<file path="config.mk">
export PLATFORM = sky130hd
export DESIGN_NAME = mips_16_boot_loader_flat
export DESIGN_NICKNAME = d
export VERILOG_FILES = /design/src/rtl/mips_16_boot_pkg.sv /design/src/rtl/mips_16_boot_loader_if.sv /design/src/rtl/mips_16_boot_cksum.sv /design/src/rtl/mips_16_boot_loader.sv /design/src/flat_wrapper.sv
export SDC_FILE = /design/constraint.sdc
export NUM_CORES = 1
export LEC_CHECK = 0
export ABC_CLOCK_PERIOD_IN_PS = 3000
export CORE_MARGIN = 4
export CORE_UTILIZATION = 40
export CTS_CLUSTER_SIZE = 12
export DETAILED_ROUTE_END_ITERATION = 8
export PLACE_DENSITY = 0.65
export SLEW_MARGIN = 0
export SYNTH_ARGS = -nofsm -noshare
export SYNTH_HDL_FRONTEND = slang
export SYNTH_SLANG_ARGS = --single-unit
</file>
<file path="constraint.sdc">
create_clock -name clk -period 3 [get_ports clk]
set_clock_uncertainty 0.2 [all_clocks]
set_input_delay 0.3 -clock clk [delete_from_list [all_inputs] [get_ports clk]]
set_output_delay 0.3 -clock clk [all_outputs]
set_load 0.005 [all_outputs]
</file>
<file path="src/rtl/mips_16_boot_pkg.sv">
// Shared definitions for the MIPS16 boot loader: FSM state encoding,
// default geometry of the instruction memory, pad word and release-delay limits.
package mips_16_boot_pkg;

    // Defaults track the core's instruction memory geometry.
    localparam int BOOT_PC_WIDTH        = 8;
    localparam int BOOT_INSTR_WIDTH     = 16;
    localparam logic [15:0] BOOT_NOP_WORD = 16'h0000;

    // Release delay is held in a 4-bit down-counter, so 1..15 cycles.
    localparam int BOOT_RELEASE_DLY_DEF = 4;
    localparam int BOOT_RELEASE_DLY_MAX = 15;
    localparam int BOOT_DLY_W           = 4;

    typedef enum logic [2:0] {
        BOOT_IDLE = 3'd0,
        BOOT_LOAD = 3'd1,
        BOOT_PAD  = 3'd2,
        BOOT_HOLD = 3'd3,
        BOOT_RUN  = 3'd4,
        BOOT_ERR  = 3'd5
    } boot_state_t;

    // Counter preset for a given release delay; out-of-range requests are clamped.
    function automatic logic [BOOT_DLY_W-1:0] boot_dly_preset(input int dly);
        int d;
        d = dly;
        if (d < 1) d = 1;
        if (d > BOOT_RELEASE_DLY_MAX) d = BOOT_RELEASE_DLY_MAX;
        return BOOT_DLY_W'(d - 1);
    endfunction

endpackage

</file>
<file path="src/rtl/mips_16_boot_loader_if.sv">
// Instruction word stream between the host source (master) and the boot loader (slave).
interface mips_16_boot_loader_if #(
    parameter int INSTR_WIDTH = 16
);
    logic                   s_valid;
    logic                   s_ready;
    logic [INSTR_WIDTH-1:0] s_data;
    logic                   s_last;

    modport master (output s_valid, output s_data, output s_last, input  s_ready);
    modport slave  (input  s_valid, input  s_data, input  s_last, output s_ready);
endinterface

</file>
<file path="src/rtl/mips_16_boot_cksum.sv">
// Running XOR of accepted program words, compared against the checksum beat.
module mips_16_boot_cksum #(
    parameter int INSTR_WIDTH = 16
) (
    input  logic                   clk,
    input  logic                   rst,
    input  logic                   clear,
    input  logic                   en,
    input  logic [INSTR_WIDTH-1:0] din,
    input  logic [INSTR_WIDTH-1:0] cmp_data,
    output logic                   match
);

    logic [INSTR_WIDTH-1:0] acc;

    // Accumulator restarts on each new load; clear wins over a same-cycle word.
    always_ff @(posedge clk or negedge rst) begin
        if (!rst) begin
            acc <= '0;
        end else if (clear) begin
            acc <= '0;
        end else if (en) begin
            acc <= acc ^ din;
        end
    end

    assign match = (acc == cmp_data);

endmodule

</file>
<file path="src/rtl/mips_16_boot_loader.sv">
// MIPS16 boot loader: streams a program into instruction memory, pads the
// unloaded tail with NOPs and holds the core in reset until loading is done.
// Optional feature macro: MIPS16_BOOT_CHECKSUM_EN adds a trailing XOR checksum
// beat after s_last and the sticky err_checksum output.
//
// state | meaning
// IDLE  | after reset, core held in reset, waiting for start
// LOAD  | accepting stream words, one imem write per handshake
// PAD   | writing NOP_WORD to every address after the program
// HOLD  | all writes done, core_rst kept high for RELEASE_DLY cycles
// RUN   | core released, load_done high, start reloads
// ERR   | overflow (or checksum mismatch), core held, only start leaves
import mips_16_boot_pkg::*;

module mips_16_boot_loader #(
    parameter int                     PC_WIDTH    = BOOT_PC_WIDTH,
    parameter int                     INSTR_WIDTH = BOOT_INSTR_WIDTH,
    parameter logic [INSTR_WIDTH-1:0] NOP_WORD    = BOOT_NOP_WORD,
    parameter int                     RELEASE_DLY = BOOT_RELEASE_DLY_DEF
) (
    input  logic                   clk,
    input  logic                   rst,
    input  logic                   start,
    mips_16_boot_loader_if.slave   s,
    output logic                   imem_we,
    output logic [PC_WIDTH-1:0]    imem_addr,
    output logic [INSTR_WIDTH-1:0] imem_wdata,
    output logic                   core_rst,
    output logic                   load_done,
    output logic [PC_WIDTH:0]      word_count,
    output logic                   err_overflow
`ifdef MIPS16_BOOT_CHECKSUM_EN
    ,
    output logic                   err_checksum
`endif
);

    localparam int                    DEPTH      = 1 << PC_WIDTH;
    localparam logic [PC_WIDTH:0]     LAST_ADDR  = (PC_WIDTH+1)'(DEPTH - 1);
    localparam logic [BOOT_DLY_W-1:0] DLY_PRESET = boot_dly_preset(RELEASE_DLY);

    boot_state_t           state;
    logic [PC_WIDTH:0]     addr;
    logic [BOOT_DLY_W-1:0] dly_cnt;
    logic                  ready_q;
    logic                  hs;
    logic                  restart;

    assign s.s_ready = ready_q;
    assign hs        = s.s_valid & ready_q;
    assign restart   = start && (state inside {BOOT_IDLE, BOOT_RUN, BOOT_ERR});

`ifdef MIPS16_BOOT_CHECKSUM_EN
    logic cksum_phase;
    logic cksum_match;

    mips_16_boot_cksum #(
        .INSTR_WIDTH (INSTR_WIDTH)
    ) u_cksum (
        .clk      (clk),
        .rst      (rst),
        .clear    (restart),
        .en       (hs && !cksum_phase),
        .din      (s.s_data),
        .cmp_data (s.s_data),
        .match    (cksum_match)
    );
`endif

    // Sequencer: every output is registered here; imem_we is a one-cycle strobe.
    always_ff @(posedge clk or negedge rst) begin
        if (!rst) begin
            state        <= BOOT_IDLE;
            addr         <= '0;
            dly_cnt      <= '0;
            ready_q      <= 1'b0;
            imem_we      <= 1'b0;
            imem_addr    <= '0;
            imem_wdata   <= '0;
            core_rst     <= 1'b1;
            load_done    <= 1'b0;
            word_count   <= '0;
            err_overflow <= 1'b0;
`ifdef MIPS16_BOOT_CHECKSUM_EN
            cksum_phase  <= 1'b0;
            err_checksum <= 1'b0;
`endif
        end else begin
            imem_we <= 1'b0;
            if (restart) begin
                // core_rst rises on the same edge that leaves RUN
                state        <= BOOT_LOAD;
                ready_q      <= 1'b1;
                addr         <= '0;
                word_count   <= '0;
                err_overflow <= 1'b0;
                core_rst     <= 1'b1;
                load_done    <= 1'b0;
`ifdef MIPS16_BOOT_CHECKSUM_EN
                cksum_phase  <= 1'b0;
                err_checksum <= 1'b0;
`endif
            end else begin
                case (state)
                    BOOT_LOAD: begin
                        if (hs) begin
`ifdef MIPS16_BOOT_CHECKSUM_EN
                            if (cksum_phase) begin
                                // checksum beat is consumed but never written to imem
                                ready_q     <= 1'b0;
                                cksum_phase <= 1'b0;
                                if (!cksum_match) begin
                                    err_checksum <= 1'b1;
                                    state        <= BOOT_ERR;
                                end else if (addr[PC_WIDTH]) begin
                                    dly_cnt <= DLY_PRESET;
                                    state   <= BOOT_HOLD;
                                end else begin
                                    state <= BOOT_PAD;
                                end
                            end else begin
                                imem_we    <= 1'b1;
                                imem_addr  <= addr[PC_WIDTH-1:0];
                                imem_wdata <= s.s_data;
                                addr       <= addr + 1'b1;
                                word_count <= word_count + 1'b1;
                                if (s.s_last) begin
                                    cksum_phase <= 1'b1;
                                end else if (addr == LAST_ADDR) begin
                                    ready_q      <= 1'b0;
                                    err_overflow <= 1'b1;
                                    state        <= BOOT_ERR;
                                end
                            end
`else
                            imem_we    <= 1'b1;
                            imem_addr  <= addr[PC_WIDTH-1:0];
                            imem_wdata <= s.s_data;
                            addr       <= addr + 1'b1;
                            word_count <= word_count + 1'b1;
                            if (s.s_last) begin
                                ready_q <= 1'b0;
                                // a program filling the whole memory needs no padding
                                if (addr == LAST_ADDR) begin
                                    dly_cnt <= DLY_PRESET;
                                    state   <= BOOT_HOLD;
                                end else begin
                                    state <= BOOT_PAD;
                                end
                            end else if (addr == LAST_ADDR) begin
                                ready_q      <= 1'b0;
                                err_overflow <= 1'b1;
                                state        <= BOOT_ERR;
                            end
`endif
                        end
                    end
                    BOOT_PAD: begin
                        imem_we    <= 1'b1;
                        imem_addr  <= addr[PC_WIDTH-1:0];
                        imem_wdata <= NOP_WORD;
                        addr       <= addr + 1'b1;
                        if (addr == LAST_ADDR) begin
                            dly_cnt <= DLY_PRESET;
                            state   <= BOOT_HOLD;
                        end
                    end
                    BOOT_HOLD: begin
                        if (dly_cnt == '0) begin
                            core_rst  <= 1'b0;
                            load_done <= 1'b1;
                            state     <= BOOT_RUN;
                        end else begin
                            dly_cnt <= dly_cnt - 1'b1;
                        end
                    end
                    BOOT_IDLE, BOOT_RUN, BOOT_ERR: begin
                    end
                    default: begin
                        ready_q  <= 1'b0;
                        core_rst <= 1'b1;
                        state    <= BOOT_IDLE;
                    end
                endcase
            end
        end
    end

endmodule

</file>
<file path="src/flat_wrapper.sv">
// flat-port wrapper written by rule: the top's interface ports become plain ports
module mips_16_boot_loader_flat 
#(
    parameter int                     PC_WIDTH    = BOOT_PC_WIDTH,
    parameter int                     INSTR_WIDTH = BOOT_INSTR_WIDTH,
    parameter logic [INSTR_WIDTH-1:0] NOP_WORD    = BOOT_NOP_WORD,
    parameter int                     RELEASE_DLY = BOOT_RELEASE_DLY_DEF
)
  (clk, rst, start, imem_we, imem_addr, imem_wdata, core_rst, load_done, word_count, err_overflow, s_s_valid, s_s_data, s_s_last, s_s_ready);
  mips_16_boot_loader_if #(.INSTR_WIDTH(INSTR_WIDTH)) s_i ();
  input  logic clk;
  input  logic rst;
  input  logic start;
  output logic imem_we;
  output logic [PC_WIDTH-1:0] imem_addr;
  output logic [INSTR_WIDTH-1:0] imem_wdata;
  output logic core_rst;
  output logic load_done;
  output logic [PC_WIDTH:0] word_count;
  output logic err_overflow;
  input wire logic [$bits(s_i.s_valid)-1:0] s_s_valid;
  input wire logic [$bits(s_i.s_data)-1:0] s_s_data;
  input wire logic [$bits(s_i.s_last)-1:0] s_s_last;
  output wire logic [$bits(s_i.s_ready)-1:0] s_s_ready;
  assign s_i.s_valid = s_s_valid;
  assign s_i.s_data = s_s_data;
  assign s_i.s_last = s_s_last;
  assign s_s_ready = s_i.s_ready;
  mips_16_boot_loader #(.PC_WIDTH(PC_WIDTH), .INSTR_WIDTH(INSTR_WIDTH), .NOP_WORD(NOP_WORD), .RELEASE_DLY(RELEASE_DLY)) u_core (.clk(clk), .rst(rst), .start(start), .s(s_i), .imem_we(imem_we), .imem_addr(imem_addr), .imem_wdata(imem_wdata), .core_rst(core_rst), .load_done(load_done), .word_count(word_count), .err_overflow(err_overflow));
endmodule
</file>
==> summary.md, run 1 <==
| Metric | Value |
|---|---|
| Result of the run | finished, final reports clean |
| WL final | 6072 um |
| Crit path launch | u_core.addr[0] |
| Yosys top cell area share | 48.47% |
| Synth Cell Area | 2736 um2 |
| Endpoint of the worst hold path | u_core.imem_addr[5] |
| Synthesis warning total | 0 |
| Fin. max-slew vios | 0 |
| Row count | 29 |
| Unique masters post-synth | 56 |
| DP HPWL | 4251 um |
| Gate power share | 42.4% |
| Clock Sink Count | 54 |
| Post-synthesis sequential area ratio | 49.43% |
| CP Cell Sequence | ha_1 -> and3_1 -> and3_1 -> and3_1 -> ha_1 -> nand2b_1 -> a221o_1 -> mux2_4 |
| Largest net degree at the start of global routing | 55 |
| Clk Latency, worst-skew pair | 0.31 ns |
| Commonest cells in the netlist | dfrtp_1, nand2_1, a21oi_1, nor2_1, o21ai_0 |
| Gr ovfl total | 0 |
| Gr usage total | 15.15% |
| Port bufs | 58 |
| Initial antenna violation count | 0 |
| CP required | 3.01 ns |
| DR vias | 2184 |
| R2r worst-path depth | 8 |
| Net Sw Frac | 36.50% |
| DRT antenna net count | 0 |
| Cells on Worst Hold Path | 1 |
| Clk slew on worst S/H paths | 0.11 ns |
| Diode count | 0 |
| Synth Register Bits | 54 |
| Vias in the first global route | 2009 |
| Core footprint | 6495 um2 |
| Layout cell share with drive strength beyond 1 | 8.580% |
| Multi-input gate area | 1279 um2 |
| Worst VDD drop | 377.9 uV |
| CP max-delay cell | dfrtp_1 |
| Synth-to-layout area growth | 27.71% |
| Syn Area/Cell | 9.914 um2 |
| FF-to-FF End | u_core.state[0] |
| HP Start | u_core.imem_addr[5] |
| Sequential Area | 1353 um2 |
| CP most frequent cell | and3_1 |
| Remaining DRCs | 0 |
| Inst Count DP | 406 |
| Setup crit end kind | register |
| Initial Util | 42.13% |
| Final RePlAce weighted congestion | 0.8330 |
| Worst slew margin | 54.49% |
| Worst setup SP type | register |
| Leak | 1.515 nW |
| Hold Fails Final Rpt | 0 |
| Area contributors post-synth | dfrtp_1, nand2_1, a21oi_1, mux2_1, ha_1 |
| WP data arrival | 2.51 ns |
| Psw | 933.2 uW |
| First-pass GRT wire length | 10130 um |
| Dominant synthesized flop cell | dfrtp_1 |
| Wire per inst | 14.63 um |
| Tcrit/Tclk final | 83.52% |
| Max cap viols | 0 |
| Worst Max-Slew Pin Slew | 0.6827 ns |
| Final non-filler cell total | 415 |
| Final setup viols | 0 |
| Clock Power Share | 17.2% |
| Final-layout fill cell count | 588 |
| Post-synth EDFFs | 0 |
| Vias per inst | 5.263 |
| Num CTS Buffers | 5 |
| Total setup buffers inserted after CTS | 0 |
| Resize count post-CTS | 0 |
| Min-delay worst type | reg2reg |
| CTS tree | yes |
| P_int | 1.624 mW |
| Fmax | 399.1 MHz |
| Count leader, synth | dfrtp_1 |
| Die Span X | 90.71 um |
| RSZ-0062 raised after global routing | no |
| First DRT Iteration DRCs | 113 |
| Async S/R FF share, synth | 100.0% |
| Bufs on Longest Clock Path | 2 |
| Fin area | 3495 um2 |
| Placed instance area | 3386 um2 |
| RR Startpoint | u_core.addr[0] |
| # H-tree levels | 2 |
| Die height | 90.71 um |
| Crit-path max FO | 6 |
| Reg2reg setup slack | 0.49 ns |
| Clock root cell | clkbuf_8 |
| Nets | 365 |
| # IOs | 59 |
| Cells after Synth | 276 |
| PwrDens | 731.7 nW/um2 |
| Synth area leader | dfrtp_1 |
| Net Count, Synth | 304 |
| Final min period | 2.505 ns |
| Setup TNS | 0 ns |
| Crit path kind | reg2reg |
| Sequential power share | 40.4% |
| Biggest cell delay along the critical path | 0.44 ns |
| Die ar. | 8228 um2 |
| DRT Pass-1 Iters | 4 |
-- cell usage in the layout (no fill, tap or decap), types with 2 or more instances in the layout --
cell / n
and3b_1: 2
buf_4: 6
a22oi_1: 2
nand3_1: 5
or3_1: 2
o21ai_1: 3
a21oi_1: 25
clkdlybuf4s50_1: 57
a41o_1: 3
ha_1: 7
nand3b_1: 2
nor2_1: 18
nand2_1: 48
dfrtp_1: 53
o21ai_0: 12
inv_1: 8
or3b_1: 2
o31ai_1: 3
mux2_1: 8
and3_1: 4
nor3_1: 5
a31oi_1: 9
o22ai_1: 2
and2_1: 2
mux2i_1: 3
xor2_1: 2
or4_1: 2
clkbuf_8: 6
nand2b_1: 7
-- power groups by stage --
stage | Combinational, mW | Sequential [mW] | Clock (mW)
6_report | 1.08 | 1.03 | 0.441
5_1_grt | 1.21 | 1.06 | 0.476
2_1_floorplan | 0.680 | 1.03 | 0
3_5_place_dp | 1.09 | 1.05 | 0
3_3_place_gp | 1.08 | 1.04 | 0
4_1_cts | 1.10 | 1.04 | 0.451
-- metal layers --
| layer | share of wire (%) | wire length (um) | vias to the layer above | GRT usage (%) |
|---|---|---|---|---|
| met5 | 0 | 0 | - | 0 |
| li1 | - | - | 1104 | - |
| met4 | 1.2 | 74 | 0 | 4.974 |
| met1 | 47 | 2842 | 1036 | 20.68 |
| met2 | 48 | 2917 | 40 | 23.72 |
| met3 | 3.9 | 238 | 4 | 3.500 |
-- state kept, by name (all words and copies together) (netlist names), 3 cells and up --
name / cells
u_core.addr: 9
u_core.dly_cnt: 4
u_core.imem_addr: 8
u_core.imem_wdata: 16
u_core.state: 3
u_core.word_count: 9
-- worst max-delay path by stage --
stage                      endpoint  slack [ns]  cells after the start
floorplan           u_core.state[0]        0.59                      8
global placement    u_core.state[0]        0.52                      8
detailed placement  u_core.state[0]        0.50                      8
CTS                 u_core.state[0]        0.50                      8
global route        u_core.state[0]        0.37                      8
finish              u_core.state[0]        0.49                      8
-- stage by stage --
step | setup slack, ns | hold slack, ns | total power, mW | util (%)
global placement | 0.5242 | 0.2695 | 2.122 | 52.13
global route | 0.3716 | 0.3065 | 2.743 | 53.80
detailed placement | 0.5029 | 0.2737 | 2.141 | 52.13
finish | 0.4945 | 0.2875 | 2.557 | 53.80
CTS | 0.4963 | 0.2949 | 2.586 | 53.80
floorplan | 0.5900 | -0.1956 | 1.708 | -
-- cells by family after synthesis --
family                     after synthesis  share of synthesized area (%)
muxes                                   14                          5.853
and+or+nand+nor                        110                          20.71
xor gates and xnor gates                 2                         0.6403
AOI/OAI and AO/OA                       68                          16.32
DFF                                     54                          49.43
adders and majority gates                7                          3.201
buffers and inverters                   21                          3.840
-- final cells by class --
type | instances | area share, %
flip-flops and latches | 54 | 38.70
multi-input cells | 201 | 36.59
repair buffers | 65 | 18.05
well taps | 77 | 2.757
clock buffers | 6 | 2.363
inverters | 10 | 1.074
clock inverters | 2 | 0.4654
-- repair_timing --
action	CTS	global route
hold endpoints to repair	53	0
endpoints found under the setup margin	0	0
hold buffers	1	0
-- worst max-delay path: cells and delay by family, from the launching register on --
kind                     cells  cell delay (ns)
AND/OR/NAND/NOR              4             0.75
AO/OA/AOI/OAI                1             0.31
multiplexers                 1             0.26
adder cells (fa/ha/maj)      2             0.46
flip-flops                   1             0.44
(Power assumes the default switching activity.)
==> run 2: changes to the inputs <==
ABC_CLOCK_PERIOD_IN_PS = 2600   (was 3000)
clock period = 2.6 ns   (was 3 ns; I/O delays follow)
==> run 2 against run 1 <==
Worst hold slack got worse by 0.088 ns. Clock-buffer cell count down 1. First-iteration DRC count grew 31%. Utilization grew 0.60 points. Fmax is 1.1% higher. Critical path depth did not move. Via count grew 2.4%. Final cell count rose by 1.4%. Critical endpoint unchanged. Largest power group unchanged.
==> summary.md, run 2 (synthesis gave the netlist of run 1 again) <==
| Metric | Value |
|---|---|
| Setup crit end kind | register (unchanged) |
| Worst setup SP type | register (unchanged) |
| Most common cell after layout, fill and taps aside | clkdlybuf4s50_1 (unchanged) |
| Initial antenna violation count | 0 (unchanged) |
| Resize count post-CTS | 0 (unchanged) |
| Die height | 90.71 um (unchanged) |
| Worst slew margin | 68.50% (was 54.49%) |
| Num CTS Buffers | 5 (unchanged) |
| PwrDens | 843.3 nW/um2 (was 731.7 nW/um2) |
| Result of the run | finished, final reports clean (unchanged) |
| DRT antenna net count | 0 (unchanged) |
| Max cap viols | 0 (unchanged) |
| Nets | 371 (was 365) |
| Die ar. | 8228 um2 (unchanged) |
| Clk slew on worst S/H paths | 0.11 ns (about the same) |
| Crit-path max FO | 4 (was 6) |
| Fin. max-slew vios | 0 (unchanged) |
| Row count | 29 (unchanged) |
| Clk Latency, worst-skew pair | 0.32 ns (was 0.31 ns) |
| Final min period | 2.479 ns (was 2.505 ns) |
| DP HPWL | 4545 um (was 4251 um) |
| Largest net degree at the start of global routing | 23 (was 55) |
| First-pass GRT wire length | 10580 um (was 10130 um) |
| First DRT Iteration DRCs | 148 (was 113) |
| Diode count | 0 (unchanged) |
| RSZ-0062 raised after global routing | no (unchanged) |
| Hold Fails Final Rpt | 0 (unchanged) |
| Setup TNS | 0 ns (unchanged) |
| Max reg flops | 16 (unchanged) |
| Wire per inst | 14.81 um (was 14.63 um) |
| Leak | 1.538 nW (was 1.515 nW) |
| Worst VDD drop | 341.0 uV (was 377.9 uV) |
| Port bufs | 58 (unchanged) |
| Final setup viols | 0 (unchanged) |
| Die Span X | 90.71 um (unchanged) |
| Core footprint | 6495 um2 (unchanged) |
| WP data arrival | 2.48 ns (was 2.51 ns) |
| Gr ovfl total | 0 (unchanged) |
| Clock root cell | clkbuf_8 (unchanged) |
| # IOs | 59 (unchanged) |
| WL final | 6235 um (was 6072 um) |
| Final Util | 54.40% (was 53.80%) |
| Tcrit/Tclk final | 95.34% (was 83.52%) |
| Remaining DRCs | 0 (unchanged) |
| Vias in the first global route | 2155 (was 2009) |
| Initial Util | 42.13% (unchanged) |
| Crit path kind | reg2reg (unchanged) |
| Synth-to-layout area growth | 29.13% (was 27.71%) |
| DR vias | 2237 (was 2184) |
| Min-delay worst type | in2async (was reg2reg) |
| CP required | 2.60 ns (was 3.01 ns) |
| Worst Max-Slew Pin Slew | 0.4662 ns (was 0.6827 ns) |
| Biggest register | u_core.imem_wdata (unchanged) |
| CTS tree | yes (unchanged) |
| DRT Pass-1 Iters | 4 (unchanged) |
| # H-tree levels | 2 (unchanged) |
| Fmax | 403.4 MHz (was 399.1 MHz) |
| Gr usage total | 15.79% (was 15.15%) |
| Layout cell share with drive strength beyond 1 | 10.17% (was 8.580%) |
| Bufs on Longest Clock Path | 2 (unchanged) |
| Biggest regs | u_core.imem_wdata x16, u_core.addr x9, u_core.word_count x9 (unchanged) |
| Power, Total | 2.980 mW (was 2.557 mW) |
| Final RePlAce weighted congestion | 0.8029 (was 0.8330) |
| Final-layout fill cell count | 572 (was 588) |
| Clock Sink Count | 54 (unchanged) |
| Vias per inst | 5.314 (was 5.263) |
| Commonest cells after routing, fill and taps aside | clkdlybuf4s50_1, dfrtp_1, nand2_1 (unchanged) |
[run 2: changes by cell type in the layout (fill, tap and decap cells not counted), sizes merged]
cell / change
clkbuf: -1
clkinvlp: +1
buf: +6
[run 2: worst max-delay path, stage by stage (launching register included)]
cell and delay, ns:
dfrtp_1 0.40, ha_1 0.21, and3_1 0.20, and3_1 0.20, and3_1 0.20, ha_1 0.22
nand2b_1 0.15, a221o_1 0.31, mux2_4 0.26
[run 2: report_power, final]
| part | total, mW | internal [mW] | switching, mW |
|---|---|---|---|
| registers | 1.18 | 1.04 | 0.141 |
| logic | 1.31 | 0.647 | 0.662 |
| clock network | 0.494 | 0.193 | 0.301 |
| total | 2.98 | 1.88 | 1.10 |
[run 2: final cells by class]
| type | count | area [um2] | share of cell area [%] |
|---|---|---|---|
| well taps | 77 | 96.34 | 2.727 |
| multi-input cells | 201 | 1279 | 36.19 |
| repair buffers | 71 | 675.6 | 19.12 |
| clock buffers | 5 | 68.82 | 1.948 |
| flip-flops and latches | 54 | 1353 | 38.28 |
| inverters | 10 | 37.54 | 1.062 |
| clock inverters | 3 | 23.77 | 0.6728 |
[run 2: path summary, 6_finish.rpt]
kind | start | to | slack, ns | cells past startpoint
min in group clk | s_s_data[2] | u_core.imem_wdata[2] | 0.27 | 3
max reg2reg | u_core.addr[0] | u_core.state[0] | 0.12 | 8
min | rst | u_core.imem_wdata[15] | 0.20 | 2
min reg2reg | u_core.imem_addr[5] | u_core.imem_addr[5] | 0.29 | 1
max | u_core.addr[0] | u_core.state[0] | 0.12 | 8
max in group asynchronous | rst | u_core.state[1] | 1.38 | 3
[run 2: layer usage]
metal / track usage [%] / vias up / share of wire (%)
li1: - / 1116 / -
met1: 21.22 / 1058 / 46
met2: 25.39 / 57 / 47
met3: 4.000 / 6 / 5.4
met4: 4.082 / 0 / 1.1
met5: 0 / - / 0
[run 2: per-stage QoR]
stage	instance area [um2]	cells	hold slack [ns]	worst slack, ns
CTS	3533	421	0.2013	0.1274
detailed placement	3431	412	0.007501	0.1502
floorplan	2736	276	-0.2356	0.1900
global route	3533	421	0.2366	0.03056
global placement	3431	412	0.001542	0.1829
finish	3533	421	0.1994	0.1210
[run 2: repair_timing]
action,in CTS,in global routing
endpoints found under the hold margin,15,0
hold buffers,1,0
setup endpoints to repair,0,0
buffers inserted,0,0
